<file path="config.mk">
export PLATFORM = sky130hd
export DESIGN_NAME = uart_rx
export DESIGN_NICKNAME = d
export VERILOG_FILES = /design/src/rtl/uart_rx.sv
export SDC_FILE = /design/constraint.sdc
export NUM_CORES = 1
export LEC_CHECK = 0
export CAP_MARGIN = 20
export CELL_PAD_IN_SITES_DETAIL_PLACEMENT = 1
export CELL_PAD_IN_SITES_GLOBAL_PLACEMENT = 2
export CORE_MARGIN = 1.5
export CORE_UTILIZATION = 35
export CTS_BUF_LIST = sky130_fd_sc_hd__clkbuf_8
export CTS_CLUSTER_DIAMETER = 200
export DETAILED_ROUTE_END_ITERATION = 10
export PLACE_DENSITY_LB_ADDON = 0.05
export SETUP_SLACK_MARGIN = 0.1
export SYNTH_ARGS = -nofsm -noshare
export SYNTH_HDL_FRONTEND = slang
export SYNTH_SLANG_ARGS = --single-unit
</file>
<file path="constraint.sdc">
create_clock -name clk -period 2.2 [get_ports clk]
set_input_delay 0.33 -clock clk [delete_from_list [all_inputs] [get_ports clk]]
set_output_delay 0.33 -clock clk [all_outputs]
set_load 0.01 [all_outputs]
</file>
<file path="src/rtl/uart_rx.sv">
// uart_rx: oversampling UART receiver (8N1) with a one-byte holding register.
// Define UART_RX_PARITY_EN to receive 8E1 frames and expose parity_err.
module uart_rx #(
    parameter int OVERSAMPLE = 16,
    parameter int DIV_W      = 16
) (
    input  logic             clk,
    input  logic             rst_n,
    input  logic [DIV_W-1:0] baud_div,
    input  logic             rx_in,
    output logic [7:0]       rx_data,
    output logic             rx_valid,
    input  logic             rx_ready,
    output logic             frame_err,
    output logic             overrun_err,
`ifdef UART_RX_PARITY_EN
    output logic             parity_err,
`endif
    output logic             busy
);

    localparam int OS_W = (OVERSAMPLE > 2) ? $clog2(OVERSAMPLE) : 1;
    localparam logic [OS_W-1:0]  OS_LAST = OS_W'(OVERSAMPLE - 1);
    localparam logic [OS_W-1:0]  OS_HALF = OS_W'(OVERSAMPLE / 2 - 1);
    localparam logic [OS_W-1:0]  OS_ONE  = OS_W'(1);
    localparam logic [DIV_W-1:0] DIV_ONE = DIV_W'(1);

`ifdef UART_RX_PARITY_EN
    typedef enum logic [2:0] {IDLE, START, DATA, PARITY, STOP} state_t;
`else
    typedef enum logic [2:0] {IDLE, START, DATA, STOP} state_t;
`endif

    state_t           state_r;
    logic             rx_meta_r;
    logic             rx_sync_r;
    logic             rx_prev_r;
    logic [DIV_W-1:0] div_r;
    logic [DIV_W-1:0] tick_cnt_r;
    logic             tick_s;
    logic [OS_W-1:0]  os_cnt_r;
    logic [2:0]       bit_cnt_r;
    logic [7:0]       shift_r;
    logic [7:0]       rx_data_r;
    logic             rx_valid_r;
    logic             frame_err_r;
    logic             overrun_err_r;
    logic             busy_r;
`ifdef UART_RX_PARITY_EN
    logic             par_bit_r;
    logic             parity_err_r;

    function automatic logic even_parity(input logic [7:0] data);
        even_parity = ^data;
    endfunction

    assign parity_err = parity_err_r;
`endif

    assign rx_data     = rx_data_r;
    assign rx_valid    = rx_valid_r;
    assign frame_err   = frame_err_r;
    assign overrun_err = overrun_err_r;
    assign busy        = busy_r;
    assign tick_s      = (tick_cnt_r == div_r);

    // Two-flop synchronizer plus a history flop for falling-edge detection
    always_ff @(posedge clk or negedge rst_n) begin
        if (!rst_n) begin
            rx_meta_r <= 1'b1;
            rx_sync_r <= 1'b1;
            rx_prev_r <= 1'b1;
        end else begin
            rx_meta_r <= rx_in;
            rx_sync_r <= rx_meta_r;
            rx_prev_r <= rx_sync_r;
        end
    end

    // Oversample tick divider; parked at zero in IDLE so each frame starts phase-aligned
    always_ff @(posedge clk or negedge rst_n) begin
        if (!rst_n) begin
            tick_cnt_r <= {DIV_W{1'b0}};
        end else if (state_r == IDLE || tick_s) begin
            tick_cnt_r <= {DIV_W{1'b0}};
        end else begin
            tick_cnt_r <= tick_cnt_r + DIV_ONE;
        end
    end

    // Frame FSM: bit timing, shifting, holding register and error pulses
    always_ff @(posedge clk or negedge rst_n) begin
        if (!rst_n) begin
            state_r       <= IDLE;
            div_r         <= {DIV_W{1'b0}};
            os_cnt_r      <= {OS_W{1'b0}};
            bit_cnt_r     <= 3'd0;
            shift_r       <= 8'h00;
            rx_data_r     <= 8'h00;
            rx_valid_r    <= 1'b0;
            frame_err_r   <= 1'b0;
            overrun_err_r <= 1'b0;
            busy_r        <= 1'b0;
`ifdef UART_RX_PARITY_EN
            par_bit_r     <= 1'b0;
            parity_err_r  <= 1'b0;
`endif
        end else begin
            frame_err_r   <= 1'b0;
            overrun_err_r <= 1'b0;
`ifdef UART_RX_PARITY_EN
            parity_err_r  <= 1'b0;
`endif
            // A load later in this block overrides the consume-clear
            if (rx_valid_r && rx_ready) begin
                rx_valid_r <= 1'b0;
            end
            case (state_r)
                IDLE: begin
                    if (rx_prev_r && !rx_sync_r) begin
                        state_r   <= START;
                        div_r     <= baud_div;
                        os_cnt_r  <= {OS_W{1'b0}};
                        bit_cnt_r <= 3'd0;
                        busy_r    <= 1'b1;
                    end
                end
                START: begin
                    if (tick_s) begin
                        if (os_cnt_r == OS_HALF) begin
                            os_cnt_r <= {OS_W{1'b0}};
                            if (!rx_sync_r) begin
                                state_r <= DATA;
                            end else begin
                                state_r <= IDLE;
                                busy_r  <= 1'b0;
                            end
                        end else begin
                            os_cnt_r <= os_cnt_r + OS_ONE;
                        end
                    end
                end
                DATA: begin
                    if (tick_s) begin
                        if (os_cnt_r == OS_LAST) begin
                            os_cnt_r  <= {OS_W{1'b0}};
                            shift_r   <= {rx_sync_r, shift_r[7:1]};
                            bit_cnt_r <= bit_cnt_r + 3'd1;
                            if (bit_cnt_r == 3'd7) begin
`ifdef UART_RX_PARITY_EN
                                state_r <= PARITY;
`else
                                state_r <= STOP;
`endif
                            end
                        end else begin
                            os_cnt_r <= os_cnt_r + OS_ONE;
                        end
                    end
                end
`ifdef UART_RX_PARITY_EN
                PARITY: begin
                    if (tick_s) begin
                        if (os_cnt_r == OS_LAST) begin
                            os_cnt_r  <= {OS_W{1'b0}};
                            par_bit_r <= rx_sync_r;
                            state_r   <= STOP;
                        end else begin
                            os_cnt_r <= os_cnt_r + OS_ONE;
                        end
                    end
                end
`endif
                STOP: begin
                    if (tick_s) begin
                        if (os_cnt_r == OS_LAST) begin
                            os_cnt_r <= {OS_W{1'b0}};
                            state_r  <= IDLE;
                            busy_r   <= 1'b0;
                            if (!rx_sync_r) begin
                                frame_err_r <= 1'b1;
`ifdef UART_RX_PARITY_EN
                            end else if (par_bit_r != even_parity(shift_r)) begin
                                parity_err_r <= 1'b1;
`endif
                            end else if (!rx_valid_r || rx_ready) begin
                                rx_data_r  <= shift_r;
                                rx_valid_r <= 1'b1;
                            end else begin
                                overrun_err_r <= 1'b1;
                            end
                        end else begin
                            os_cnt_r <= os_cnt_r + OS_ONE;
                        end
                    end
                end
                default: begin
                    state_r <= IDLE;
                    busy_r  <= 1'b0;
                end
            endcase
        end
    end

endmodule

</file>
==> reports/summary.json, run 1 <==
{
  "place": {
    "dp_worst_setup_slack_ns": 0.1220,
    "place.gp.congestion": 0.7638,
    "port_buffers": 31,
    "place_hpwl_microns": 4565,
    "placedInstanceArea_sq_mm": 0.003487
  },
  "route": {
    "drt-total-wl_microns": 6579,
    "detailedRoute.firstIterationViolations": 36,
    "drtPass1Iterations": 4,
    "drc": 0,
    "post_drt_via_cell_ratio": 4.872,
    "routed-via-count": 2134,
    "route.detailed.wl_per_inst_microns": 15.02,
    "postRouteAntennaNets": 0
  },
  "setup_path": {
    "timing.critical_path.slowest_stage_cell": "sky130_fd_sc_hd__dfrtp_1",
    "setup.worst_path.end_class": "flip-flop",
    "max_incr_delay_on_cp_ns": 0.45,
    "crit_fanout": 6,
    "setup.worst_path.start": "tick_cnt_r[11]",
    "cp-start-kind": "flip-flop",
    "crit_chain": "xor2_1, nor4_2, buf_4, and4_4, and3_1, mux2_2",
    "crit_required_ns": 2.42,
    "crit_type": "flip-flop to flip-flop",
    "ff2ff_path_depth": 6,
    "worst_ep_arrival_time_ns": 2.24,
    "r2r_start": "tick_cnt_r[11]"
  },
  "timing": {
    "worst_slack_ns": 0.1827,
    "fin_crit_ns": 2.017,
    "holdWs_ns": -0.004099,
    "timing.setup.tns_ns": 0,
    "final-hold-violation-count": 4,
    "fmax_mhz": 495.7,
    "finalSetupViolCount": 0,
    "slew_headroom_pct": 68.96,
    "worst-slew-pin-transition_ns": 0.4656,
    "worst_clock_skew_ns": 0.009074,
    "slew_violations": 0,
    "min_period_over_period_pct": 91.69,
    "rsz0062_at_grt": "false"
  },
  "outcome": {
    "run_status": "finished, violations left",
    "failed_checks": "negative hold slack"
  },
  "logic_synthesis": {
    "ys_seq_elements": 64,
    "synth_area_per_cell_sq_um": 10.76,
    "synth_seq_area_share_pct": 54.04,
    "synth.lib_cells_used.distinct": 39,
    "netlist_instances": 276,
    "mappedNetlistNets": 300,
    "post_synth_instance_area_sq_mm": 0.002970,
    "yosys_warnings": 0
  },
  "cts": {
    "tritoncts": "yes",
    "numCtsBuffers": 9,
    "clock_sink_count": 64,
    "number_of_buffers_added_to_fix_hold_violations_after_cts": 0,
    "clock_tree.htree_level_count": 3,
    "clkTransAtPathRegs_ns": 0.07,
    "cts_max_path_buffers": 2,
    "clk_root_buffer_cell": "sky130_fd_sc_hd__clkbuf_8",
    "clk_latency_ns": 0.34
  },
  "global_routing": {
    "grt_overflow": 0,
    "grt_pass1_vias": 2276,
    "antenna_found_initial": 0,
    "global_route.usage.total_pct": 16.82,
    "grt_pass1_wl_microns": 11560,
    "grt_max_degree": 65
  },
  "die": {
    "die-width_microns": 95.13,
    "core_sq_mm": 0.008217,
    "floorplan.initialDensity_pct": 36.15,
    "die_h_microns": 95.13,
    "fp.dieArea_sq_mm": 0.009049,
    "row_count": 33,
    "floorplan.io_pins": 32
  },
  "power": {
    "static-leakage-power_nw": 1.841,
    "power.ir.vdd_worst_v": 0.0004553,
    "power_density_mw_per_mm2": 901.9
  },
  "layout": {
    "area_growth_syn_to_layout_pct": 26.66,
    "ratio_of_cells_with_drive_above_1_in_the_final_layout_pct": 19.82,
    "n_fill_cell": 923,
    "antennaDiodeCount": 0,
    "num-nets-final": 352,
    "finalInstanceArea_sq_mm": 0.003762
  },
  "min_path": {
    "hp-class": "input port to async pin"
  },
  "run": {
    "max_cap_violations": 0
  }
}
-- stage by stage --
stage	power, mW	hold WS [ns]	instances	util (%)
after floorplan	2.003	0.03441	276	-
after global placement	2.249	0.3500	417	42.44
after detailed placement	2.267	0.3527	417	42.44
after CTS	3.442	0.001945	433	45.23
after global routing	3.613	0.02441	438	45.79
final	3.393	-0.004099	438	45.79
-- per-layer routing --
layer | vias up | global-route usage [%] | routed length, microns
met5 | - | 0 | 0
met4 | 0 | 6.592 | 129
met3 | 11 | 3.907 | 163
met2 | 30 | 27.90 | 3328
met1 | 1064 | 21.12 | 2958
li1 | 1029 | - | -
-- cells in the final DEF, fill, tap and decap left out, types with 5 or more instances in the layout --
cell | synthesis | layout
sky130_fd_sc_hd__dfrtp_1 | 61 | 61
sky130_fd_sc_hd__nand2_1 | 59 | 59
sky130_fd_sc_hd__clkdlybuf4s50_1 | 0 | 30
sky130_fd_sc_hd__nor2_1 | 26 | 26
sky130_fd_sc_hd__xor2_1 | 21 | 21
sky130_fd_sc_hd__nand3_1 | 16 | 16
sky130_fd_sc_hd__buf_4 | 0 | 15
sky130_fd_sc_hd__mux2_2 | 10 | 10
sky130_fd_sc_hd__clkbuf_8 | 0 | 10
sky130_fd_sc_hd__xnor2_1 | 9 | 9
sky130_fd_sc_hd__mux2_4 | 7 | 7
sky130_fd_sc_hd__and3_1 | 6 | 6
sky130_fd_sc_hd__nor3_1 | 6 | 5
-- area by class of cell --
cell class                      instances  area, sq um  share of cell area (%)
Inverter                                4        15.01                  0.3991
Clock inverter                          7        96.34                   2.561
Multi-Input combinational cell        200         1319                   35.05
Clock buffer                            9        123.9                   3.292
Sequential cell                        64         1605                   42.67
Timing Repair Buffer                   49        471.7                   12.54
Tap cell                              105        131.4                   3.492
-- registers in the layout (all words and copies together), names as in the netlist --
name / cells
rx_meta_r: 1
state_r: 2
rx_sync_r: 1
os_cnt_r: 4
tick_cnt_r: 16
rx_data: 8
rx_prev_r: 1
shift_r: 8
bit_cnt_r: 3
rx_valid: 1
overrun_err: 1
frame_err: 1
div_r: 16
busy: 1
-- path summary, 6_finish.rpt --
check / end / slack (ns)
setup reg to reg: state_r[1] / 0.18
setup / recovery: state_r[1] / 0.18
min in group clk: rx_sync_r / 0.36
hold / removal: os_cnt_r[2] / -0.004
max in group asynchronous: rx_meta_r / 1.90
hold reg to reg: rx_sync_r / 0.36
-- cells by family after synthesis --
logic type,share of synthesized area [%]
adders and majority gates,1.685
and+or+nand+nor,21.06
muxes,8.340
DFF,54.04
xor gates and xnor gates,8.846
buffers and inverters,2.106
AOI/OAI and AO/OA,3.917
-- where the power goes --
part / internal [mW] / switching [mW] / leakage (nW)
sequential: 1.38 / 0.194 / 0.843
clock: 0.639 / 0.472 / 0.113
combinational: 0.323 / 0.384 / 0.884
-- worst max-delay path, delay by kind of cell, from the launching register on --
family        cells  cell delay [ns]
simple gates      3             0.73
flops             1             0.45
xor+xnor          1             0.21
buf+inv           1             0.17
mux               1             0.34
-- repair_timing --
item | CTS | global route
pin swaps | 0 | 4
buffers inserted | 0 | 4
endpoints found under the setup margin | 9 | 18
resized for setup | 1 | 2
-- cells in the mapped netlist --
master                     number  area share [%]
sky130_fd_sc_hd__nor4_1         1            0.21
sky130_fd_sc_hd__clkbuf_1       4            0.51
sky130_fd_sc_hd__a31oi_1        1            0.21
sky130_fd_sc_hd__nor3_1         6             1.0
sky130_fd_sc_hd__nand4_1        1            0.21
sky130_fd_sc_hd__xnor2_1        9             2.7
sky130_fd_sc_hd__inv_1          4            0.51
sky130_fd_sc_hd__nand2_1       59             7.5
sky130_fd_sc_hd__dfstp_2        3             2.7
sky130_fd_sc_hd__nor3b_1        1            0.25
sky130_fd_sc_hd__o221ai_1       1            0.29
sky130_fd_sc_hd__a21o_1         2            0.51
sky130_fd_sc_hd__nand4_2        1            0.42
sky130_fd_sc_hd__nand3_4        1            0.59
sky130_fd_sc_hd__o211ai_1       2            0.51
sky130_fd_sc_hd__buf_6          2            0.76
sky130_fd_sc_hd__a211oi_1       1            0.25
sky130_fd_sc_hd__o21ai_2        1            0.29
sky130_fd_sc_hd__o21ai_0        3            0.51
sky130_fd_sc_hd__a21oi_1        1            0.17
sky130_fd_sc_hd__nand3b_1       1            0.25
sky130_fd_sc_hd__xor2_1        21             6.2
sky130_fd_sc_hd__mux2_2        10             3.8
sky130_fd_sc_hd__o22a_1         1            0.29
sky130_fd_sc_hd__nand2b_1       3            0.63
sky130_fd_sc_hd__mux2_4         7             3.5
sky130_fd_sc_hd__nor2_1        26             3.3
sky130_fd_sc_hd__and4_1         1            0.29
sky130_fd_sc_hd__nand3_1       16             2.7
sky130_fd_sc_hd__or3_1          2            0.42
sky130_fd_sc_hd__nor4_2         4             1.7
sky130_fd_sc_hd__dfrtp_1       61              51
sky130_fd_sc_hd__a31o_2         1            0.29
sky130_fd_sc_hd__mux2i_1        3             1.0
sky130_fd_sc_hd__nor2_4         1            0.38
sky130_fd_sc_hd__and3_1         6             1.3
sky130_fd_sc_hd__buf_2          2            0.34
sky130_fd_sc_hd__ha_1           4             1.7
sky130_fd_sc_hd__a22o_1         2            0.59
(Power assumes the default switching activity.)
==> run 2: changes to the inputs <==
Settings changed: CTS_BUF_LIST sky130_fd_sc_hd__clkbuf_8 to sky130_fd_sc_hd__clkbuf_16.
==> run 2 against run 1 <==
- the flow still finishes with violations (negative hold slack)
- critical path type unchanged
- routed wire length up 1.3%
- largest power group unchanged
- clock skew about the same
- sequential power about the same
- critical endpoint is now rx_data[2]
- critical path depth unchanged
- non-clock buffer count unchanged
- sequential cell count unchanged
==> reports/summary.json, run 2 (same netlist as run 1, synthesis figures left out) <==
{
  "timing": {
    "rsz0062_at_grt": "false",
    "fin_crit": {"value": 2.007, "unit": "ns", "change": "-0.01073 ns"},
    "final-hold-violation-count": {"value": 4, "change": "unchanged"},
    "fmax": {"value": 498.4, "unit": "MHz", "change": "+0.53%"},
    "worst-slew-pin-transition": {"value": 0.4515, "unit": "ns", "change": "-0.01404 ns"},
    "holdWs": {"value": -0.02164, "unit": "ns", "change": "-0.01754 ns"},
    "slew_violations": {"value": 0, "change": "unchanged"},
    "timing.setup.tns": {"value": 0, "unit": "ns", "change": "unchanged"},
    "min_period_over_period": {"value": 91.21, "unit": "%", "change": "-0.49 points"},
    "worst_clock_skew": {"value": 0.009305, "unit": "ns", "change": "+0.0002307 ns"},
    "finalSetupViolCount": {"value": 0, "change": "unchanged"},
    "slew_headroom": {"value": 69.90, "unit": "%", "change": "+0.94 points"}
  },
  "cts": {
    "numCtsBuffers": {"value": 9, "change": "unchanged"},
    "clock_sink_count": {"value": 64, "change": "unchanged"},
    "tritoncts": "yes",
    "clkTransAtPathRegs": {"value": 0.06, "unit": "ns", "change": "about the same"},
    "cts_max_path_buffers": {"value": 2, "change": "unchanged"},
    "clk_latency": {"value": 0.33, "unit": "ns", "change": "about the same"},
    "clock_tree.htree_level_count": {"value": 3, "change": "unchanged"},
    "clk_root_buffer_cell": "sky130_fd_sc_hd__clkbuf_16"
  },
  "global_routing": {
    "grt_pass1_wl": {"value": 11690, "unit": "microns", "change": "+1.1%"},
    "grt_overflow": {"value": 0, "change": "unchanged"},
    "grt_pass1_vias": {"value": 2301, "change": "+1.1%"},
    "grt_max_degree": {"value": 65, "change": "unchanged"},
    "global_route.usage.total": {"value": 17.19, "unit": "%", "change": "+0.36 points"},
    "antenna_found_initial": {"value": 0, "change": "unchanged"}
  },
  "setup_path": {
    "r2r_start": "tick_cnt_r[11]",
    "worst-path-buf-inv": {"value": 1, "change": "unchanged"},
    "timing.critical_path.slowest_stage_cell": "sky130_fd_sc_hd__dfrtp_2",
    "setup.worst_path.start": "tick_cnt_r[11]",
    "ff2ff_path_depth": {"value": 6, "change": "unchanged"},
    "worst_ep_arrival_time": {"value": 2.22, "unit": "ns", "change": "-0.02 ns"},
    "timing.critical_path.max_delay_family": "simple AND/OR/NAND/NOR gates",
    "path_depth": {"value": 6, "change": "unchanged"},
    "critPathCapture": "rx_data[2]",
    "crit_fanout": {"value": 8, "change": "+2"},
    "crit_chain": "xor2_1, nor4_2, buf_4, nand4_2, nor2_4, mux2_2",
    "crit_required": {"value": 2.41, "unit": "ns", "change": "about the same"},
    "reg_to_reg_end": "rx_data[2]",
    "crit_type": "flip-flop to flip-flop",
    "regToRegSetupSlack": {"value": 0.19, "unit": "ns", "change": "about the same"},
    "setup.worst_path.end_class": "flip-flop",
    "cp-start-kind": "flip-flop",
    "max_incr_delay_on_cp": {"value": 0.45, "unit": "ns", "change": "about the same"}
  },
  "layout": {
    "antennaDiodeCount": {"value": 0, "change": "unchanged"},
    "area_growth_syn_to_layout_pct": 30.12,
    "final_cell_mix": "60 x sky130_fd_sc_hd__dfrtp_1, 59 x sky130_fd_sc_hd__nand2_1, 30 x sky130_fd_sc_hd__clkdlybuf4s50_1",
    "ratio_of_cells_with_drive_above_1_in_the_final_layout": {"value": 20.12, "unit": "%", "change": "+0.30 points"},
    "top_regs": "div_r x16, tick_cnt_r x16",
    "n_fill_cell": {"value": 912, "change": "-1.2%"},
    "num-nets-final": {"value": 352, "change": "unchanged"},
    "layout.cells.most_common": "sky130_fd_sc_hd__dfrtp_1",
    "final_core_utilization": {"value": 47.04, "unit": "%", "change": "+1.2 points"}
  },
  "route": {
    "post_drt_via_cell_ratio": {"value": 4.881, "change": "+0.19%"},
    "route.detailed.wl_per_inst": {"value": 15.22, "unit": "microns", "change": "+1.3%"},
    "drt-total-wl": {"value": 6667, "unit": "microns", "change": "+1.3%"},
    "detailedRoute.firstIterationViolations": {"value": 27, "change": "-25%"},
    "routed-via-count": {"value": 2138, "change": "+0.19%"},
    "drtPass1Iterations": {"value": 4, "change": "unchanged"},
    "drc": {"value": 0, "change": "unchanged"},
    "postRouteAntennaNets": {"value": 0, "change": "unchanged"}
  },
  "place": {
    "place_hpwl": {"value": 4565, "unit": "microns", "change": "unchanged"},
    "place.gp.congestion": {"value": 0.7638, "change": "unchanged"},
    "port_buffers": {"value": 31, "change": "unchanged"}
  },
  "outcome": {
    "failed_checks": "negative hold slack",
    "run_status": "finished, violations left"
  },
  "die": {
    "die-width": {"value": 95.13, "unit": "microns", "change": "unchanged"},
    "floorplan.initialDensity": {"value": 36.15, "unit": "%", "change": "unchanged"},
    "core": {"value": 0.008217, "unit": "sq mm", "change": "unchanged"},
    "die_h": {"value": 95.13, "unit": "microns", "change": "unchanged"},
    "floorplan.io_pins": {"value": 32, "change": "unchanged"},
    "fp.dieArea": {"value": 0.009049, "unit": "sq mm", "change": "unchanged"},
    "row_count": {"value": 33, "change": "unchanged"}
  },
  "power": {
    "static-leakage-power": {"value": 1.885, "unit": "nW", "change": "+2.4%"},
    "power.ir.vdd_worst": {"value": 0.0005575, "unit": "V", "change": "+22%"},
    "power_density": {"value": 984.6, "unit": "mW/mm^2", "change": "+9.2%"},
    "power": {"value": 3.805, "unit": "mW", "change": "+12%"}
  },
  "min_path": {
    "hp-class": "input port to async pin"
  },
  "run": {
    "max_cap_violations": {"value": 0, "change": "unchanged"}
  }
}
run 2: through the flow:
step	cell area [sq um]	cells	setup WS (ns)	hold WS, ns
after global placement	3487	417	0.1441	0.3500
final	3865	438	0.1935	-0.02164
after CTS	3817	433	0.1247	0.02327
after global routing	3865	438	0.1019	0.03331
after floorplan	2970	276	0.3258	0.03441
after detailed placement	3487	417	0.1220	0.3527
run 2: routing by layer:
layer / vias up / wire length [microns] / track usage (%)
li1: 1036 / - / -
met1: 1072 / 2967 / 21.48
met2: 25 / 3423 / 28.72
met3: 5 / 188 / 4.306
met4: 0 / 87 / 5.970
met5: - / 0 / 0
run 2: what timing repair did:
item                                    4_1_cts  5_1_grt
endpoints found under the hold margin         0        0
setup buffers                                 0        4
hold buffers                                  0        0
pin swaps                                     0        3
endpoints found under the setup margin        9       18
resized for setup                             1        3
run 2: cell type report:
class	instances	area (sq um)	share of cell area (%)
inverter	4	15.01	0.3885
tap	105	131.4	3.399
timing repair buffer	49	471.7	12.20
clock buffer	9	225.2	5.827
clock inverter	7	96.34	2.493
sequential	64	1607	41.57
multi-input combinational	200	1319	34.12
run 2: where the power goes:
group	switching, mW	internal [mW]
clock network	0.520	0.992
logic	0.390	0.324
registers	0.195	1.38
run 2: how the worst min path moves through the flow:
stage                   start            to  slack, ns  depth (start not counted)
floorplan               rst_n  bit_cnt_r[0]       0.03                          0
global placement    rx_meta_r     rx_sync_r       0.35                          0
detailed placement  rx_meta_r     rx_sync_r       0.35                          0
CTS                     rst_n   os_cnt_r[2]       0.02                          2
global route            rst_n          busy       0.03                          2
finish                  rst_n          busy      -0.02                          2
==> run 3: changes to the inputs <==
Settings changed: RECOVER_POWER set to 50.
==> run 3 against run 2 <==
- the run ends with max-capacitance violations, max-slew violations left
- clock-buffer cell count stayed put
- routed wire length is 0.15% lower
- power is 0.16% lower
- non-clock buffer count stayed put
- maximum frequency hardly changed
- die area stayed put
- critical path depth stayed put
- sequential share of layout area is 0.24 points higher
- clock skew hardly changed
- clock power hardly changed
- largest cell class unchanged
- highest routed layer unchanged
==> reports/summary.json, run 3 (same netlist as run 1, synthesis figures left out) <==
{
  "place": {
    "post-place-cells": {"value": 417, "change": "unchanged"},
    "placedInstanceArea": {"value": 0.003487, "unit": "sq mm", "change": "unchanged"},
    "dp_worst_setup_slack": {"value": 0.1220, "unit": "ns", "change": "unchanged"},
    "place.gp.congestion": {"value": 0.7638, "change": "unchanged"},
    "port_buffers": {"value": 31, "change": "unchanged"},
    "place_hpwl": {"value": 4565, "unit": "microns", "change": "unchanged"}
  },
  "setup_path": {
    "ff2ff_path_depth": {"value": 6, "change": "unchanged"},
    "max_incr_delay_on_cp": {"value": 0.45, "unit": "ns", "change": "about the same"},
    "crit_chain": "xor2_1, nor4_2, buf_4, nand4_2, nor2_4, mux2_2",
    "r2r_start": "tick_cnt_r[11]",
    "timing.critical_path.max_delay_family": "simple AND/OR/NAND/NOR gates",
    "reg_to_reg_end": "rx_data[2]",
    "worst_ep_arrival_time": {"value": 2.22, "unit": "ns", "change": "about the same"},
    "setup.worst_path.end_class": "flip-flop",
    "timing.critical_path.slowest_stage_cell": "sky130_fd_sc_hd__dfrtp_2",
    "crit_fanout": {"value": 8, "change": "unchanged"},
    "cp-start-kind": "flip-flop",
    "crit_required": {"value": 2.41, "unit": "ns", "change": "about the same"},
    "worst-path-buf-inv": {"value": 1, "change": "unchanged"},
    "regToRegSetupSlack": {"value": 0.19, "unit": "ns", "change": "about the same"},
    "crit_type": "flip-flop to flip-flop"
  },
  "min_path": {
    "count_of_cells_along_the_worst_hold_path": 0,
    "worstHoldStart": "rx_meta_r",
    "hp-class": "flip-flop to flip-flop",
    "worstHoldEndpoint": "rx_sync_r"
  },
  "die": {
    "floorplan.io_pins": {"value": 32, "change": "unchanged"},
    "core": {"value": 0.008217, "unit": "sq mm", "change": "unchanged"},
    "floorplan.initialDensity": {"value": 36.15, "unit": "%", "change": "unchanged"},
    "die-width": {"value": 95.13, "unit": "microns", "change": "unchanged"},
    "row_count": {"value": 33, "change": "unchanged"},
    "fp.dieArea": {"value": 0.009049, "unit": "sq mm", "change": "unchanged"},
    "die_h": {"value": 95.13, "unit": "microns", "change": "unchanged"}
  },
  "power": {
    "power": {"value": 3.799, "unit": "mW", "change": "-0.16%"},
    "power.share.switching": {"value": 29.10, "unit": "%", "change": "+0.035 points"},
    "internal_power": {"value": 2.694, "unit": "mW", "change": "-0.21%"},
    "power.ir.vdd_worst": {"value": 0.0005591, "unit": "V", "change": "+0.28%"},
    "netSwitchingPower": {"value": 1.106, "unit": "mW", "change": "about the same"},
    "static-leakage-power": {"value": 1.874, "unit": "nW", "change": "-0.62%"},
    "power.share.clock": {"value": 39.8, "unit": "%", "change": "about the same"},
    "seqPwrFrac": {"value": 41.5, "unit": "%", "change": "about the same"},
    "combPwrFrac": {"value": 18.6, "unit": "%", "change": "-0.2 points"},
    "power_density": {"value": 988.7, "unit": "mW/mm^2", "change": "+0.43%"}
  },
  "layout": {
    "num-nets-final": {"value": 352, "change": "unchanged"},
    "finalInstanceArea": {"value": 0.003842, "unit": "sq mm", "change": "-0.58%"},
    "area.sequential": {"value": 0.001607, "unit": "sq mm", "change": "unchanged"},
    "finish.cell_count_without_fillers": {"value": 438, "change": "unchanged"},
    "top_regs": "div_r x16, tick_cnt_r x16",
    "layout.cells.most_common": "sky130_fd_sc_hd__dfrtp_1",
    "n_fill_cell": {"value": 912, "change": "unchanged"},
    "final_cell_mix": "60 x sky130_fd_sc_hd__dfrtp_1, 59 x sky130_fd_sc_hd__nand2_1, 29 x sky130_fd_sc_hd__clkdlybuf4s50_1",
    "multi_input_comb_area": {"value": 0.001319, "unit": "sq mm", "change": "unchanged"},
    "area_growth_syn_to_layout_pct": 29.36,
    "antennaDiodeCount": {"value": 0, "change": "unchanged"},
    "final_core_utilization": {"value": 46.76, "unit": "%", "change": "-0.27 points"},
    "ratio_of_cells_with_drive_above_1_in_the_final_layout": {"value": 19.52, "unit": "%", "change": "-0.60 points"}
  },
  "timing": {
    "finalSetupViolCount": {"value": 0, "change": "unchanged"},
    "final-hold-violation-count": {"value": 0, "change": "-4"},
    "holdWs": {"value": 0.3578, "unit": "ns", "change": "+0.3794 ns"},
    "worst_clock_skew": {"value": 0.009175, "unit": "ns", "change": "-0.0001301 ns"},
    "fin_crit": {"value": 2.007, "unit": "ns", "change": "+0.0001430 ns"},
    "fmax": {"value": 498.3, "unit": "MHz", "change": "about the same"},
    "timing.setup.tns": {"value": 0, "unit": "ns", "change": "unchanged"},
    "min_period_over_period": {"value": 91.21, "unit": "%", "change": "about the same"},
    "worst-slew-pin-transition": {"value": 1.606, "unit": "ns", "change": "+1.155 ns"},
    "worst_slack": {"value": 0.1933, "unit": "ns", "change": "-0.0001430 ns"},
    "slew_headroom": {"value": -7.078, "unit": "%", "change": "-77 points"},
    "slew_violations": {"value": 65, "change": "+65"},
    "rsz0062_at_grt": "false"
  },
  "global_routing": {
    "global_route.usage.total": {"value": 17.19, "unit": "%", "change": "unchanged"},
    "grt_pass1_wl": {"value": 11690, "unit": "microns", "change": "unchanged"},
    "grt_overflow": {"value": 0, "change": "unchanged"},
    "grt_max_degree": {"value": 65, "change": "unchanged"},
    "antenna_found_initial": {"value": 0, "change": "unchanged"},
    "grt_pass1_vias": {"value": 2301, "change": "unchanged"}
  },
  "route": {
    "routed-via-count": {"value": 2137, "change": "-0.047%"},
    "drc": {"value": 0, "change": "unchanged"},
    "drt-total-wl": {"value": 6657, "unit": "microns", "change": "-0.15%"},
    "drtPass1Iterations": {"value": 4, "change": "unchanged"},
    "detailedRoute.firstIterationViolations": {"value": 26, "change": "-3.7%"},
    "postRouteAntennaNets": {"value": 0, "change": "unchanged"},
    "route.detailed.wl_per_inst": {"value": 15.20, "unit": "microns", "change": "-0.15%"},
    "post_drt_via_cell_ratio": {"value": 4.879, "change": "about the same"}
  },
  "cts": {
    "clock_sink_count": {"value": 64, "change": "unchanged"},
    "clk_root_buffer_cell": "sky130_fd_sc_hd__clkbuf_16",
    "clkTransAtPathRegs": {"value": 0.05, "unit": "ns", "change": "about the same"},
    "tritoncts": "yes",
    "clk_latency": {"value": 0.33, "unit": "ns", "change": "about the same"},
    "cts_max_path_buffers": {"value": 2, "change": "unchanged"},
    "number_of_buffers_added_to_fix_hold_violations_after_cts": {"value": 0, "change": "unchanged"},
    "numCtsBuffers": {"value": 9, "change": "unchanged"},
    "clock_tree.htree_level_count": {"value": 3, "change": "unchanged"}
  },
  "run": {
    "max_cap_violations": {"value": 1, "change": "+1"}
  },
  "outcome": {
    "failed_checks": "max-capacitance violations, max-slew violations",
    "run_status": "finished, violations left"
  }
}
## run 3: power by group through the flow
stage | sequential (mW) | clock (mW) | combinational (mW)
2_1_floorplan | 1.54 | 0 | 0.462
3_3_place_gp | 1.59 | 0 | 0.654
3_5_place_dp | 1.60 | 0 | 0.666
4_1_cts | 1.58 | 1.56 | 0.709
5_1_grt | 1.61 | 1.61 | 0.813
6_report | 1.58 | 1.51 | 0.708
## run 3: routing by layer
metal / global-route usage [%] / up-vias / wire (microns)
li1: - / 1038 / -
met1: 21.48 / 1071 / 2980
met2: 28.72 / 23 / 3418
met3: 4.306 / 5 / 170
met4: 5.970 / 0 / 87
met5: 0 / - / 0
## run 3: repair_timing
| item | CTS | global route |
|---|---|---|
| endpoints found under the hold margin | 0 | 0 |
| pin swaps | 0 | 3 |
| setup endpoints to repair | 9 | 18 |
| buffers inserted | 0 | 4 |
| resized for setup | 1 | 3 |
## run 3: layout make-up
cell class / instances / area share [%]
Tap cell: 105 / 3.419
Clock inverter: 7 / 2.507
Sequential cell: 64 / 41.81
Inverter: 4 / 0.3908
Timing Repair Buffer: 49 / 11.69
Clock buffer: 9 / 5.861
Multi-Input combinational cell: 200 / 34.32
## run 3: worst max-delay path by stage
stage | end | from | slack (ns) | depth (start not counted)
6_report | rx_data[2] | tick_cnt_r[11] | 0.19 | 6
5_1_grt | rx_data[3] | tick_cnt_r[5] | 0.10 | 5
4_1_cts | shift_r[4] | tick_cnt_r[9] | 0.12 | 5
3_5_place_dp | shift_r[6] | tick_cnt_r[5] | 0.12 | 5
3_3_place_gp | shift_r[0] | tick_cnt_r[3] | 0.14 | 5
2_1_floorplan | shift_r[0] | tick_cnt_r[12] | 0.33 | 7
## run 3: worst register-to-register path: stages, from the launching register on
cell and delay (ns):
sky130_fd_sc_hd__dfrtp_2 0.45, sky130_fd_sc_hd__xor2_1 0.19, sky130_fd_sc_hd__nor4_2 0.28, sky130_fd_sc_hd__buf_4 0.17
sky130_fd_sc_hd__nand4_2 0.16, sky130_fd_sc_hd__nor2_4 0.26, sky130_fd_sc_hd__mux2_2 0.37
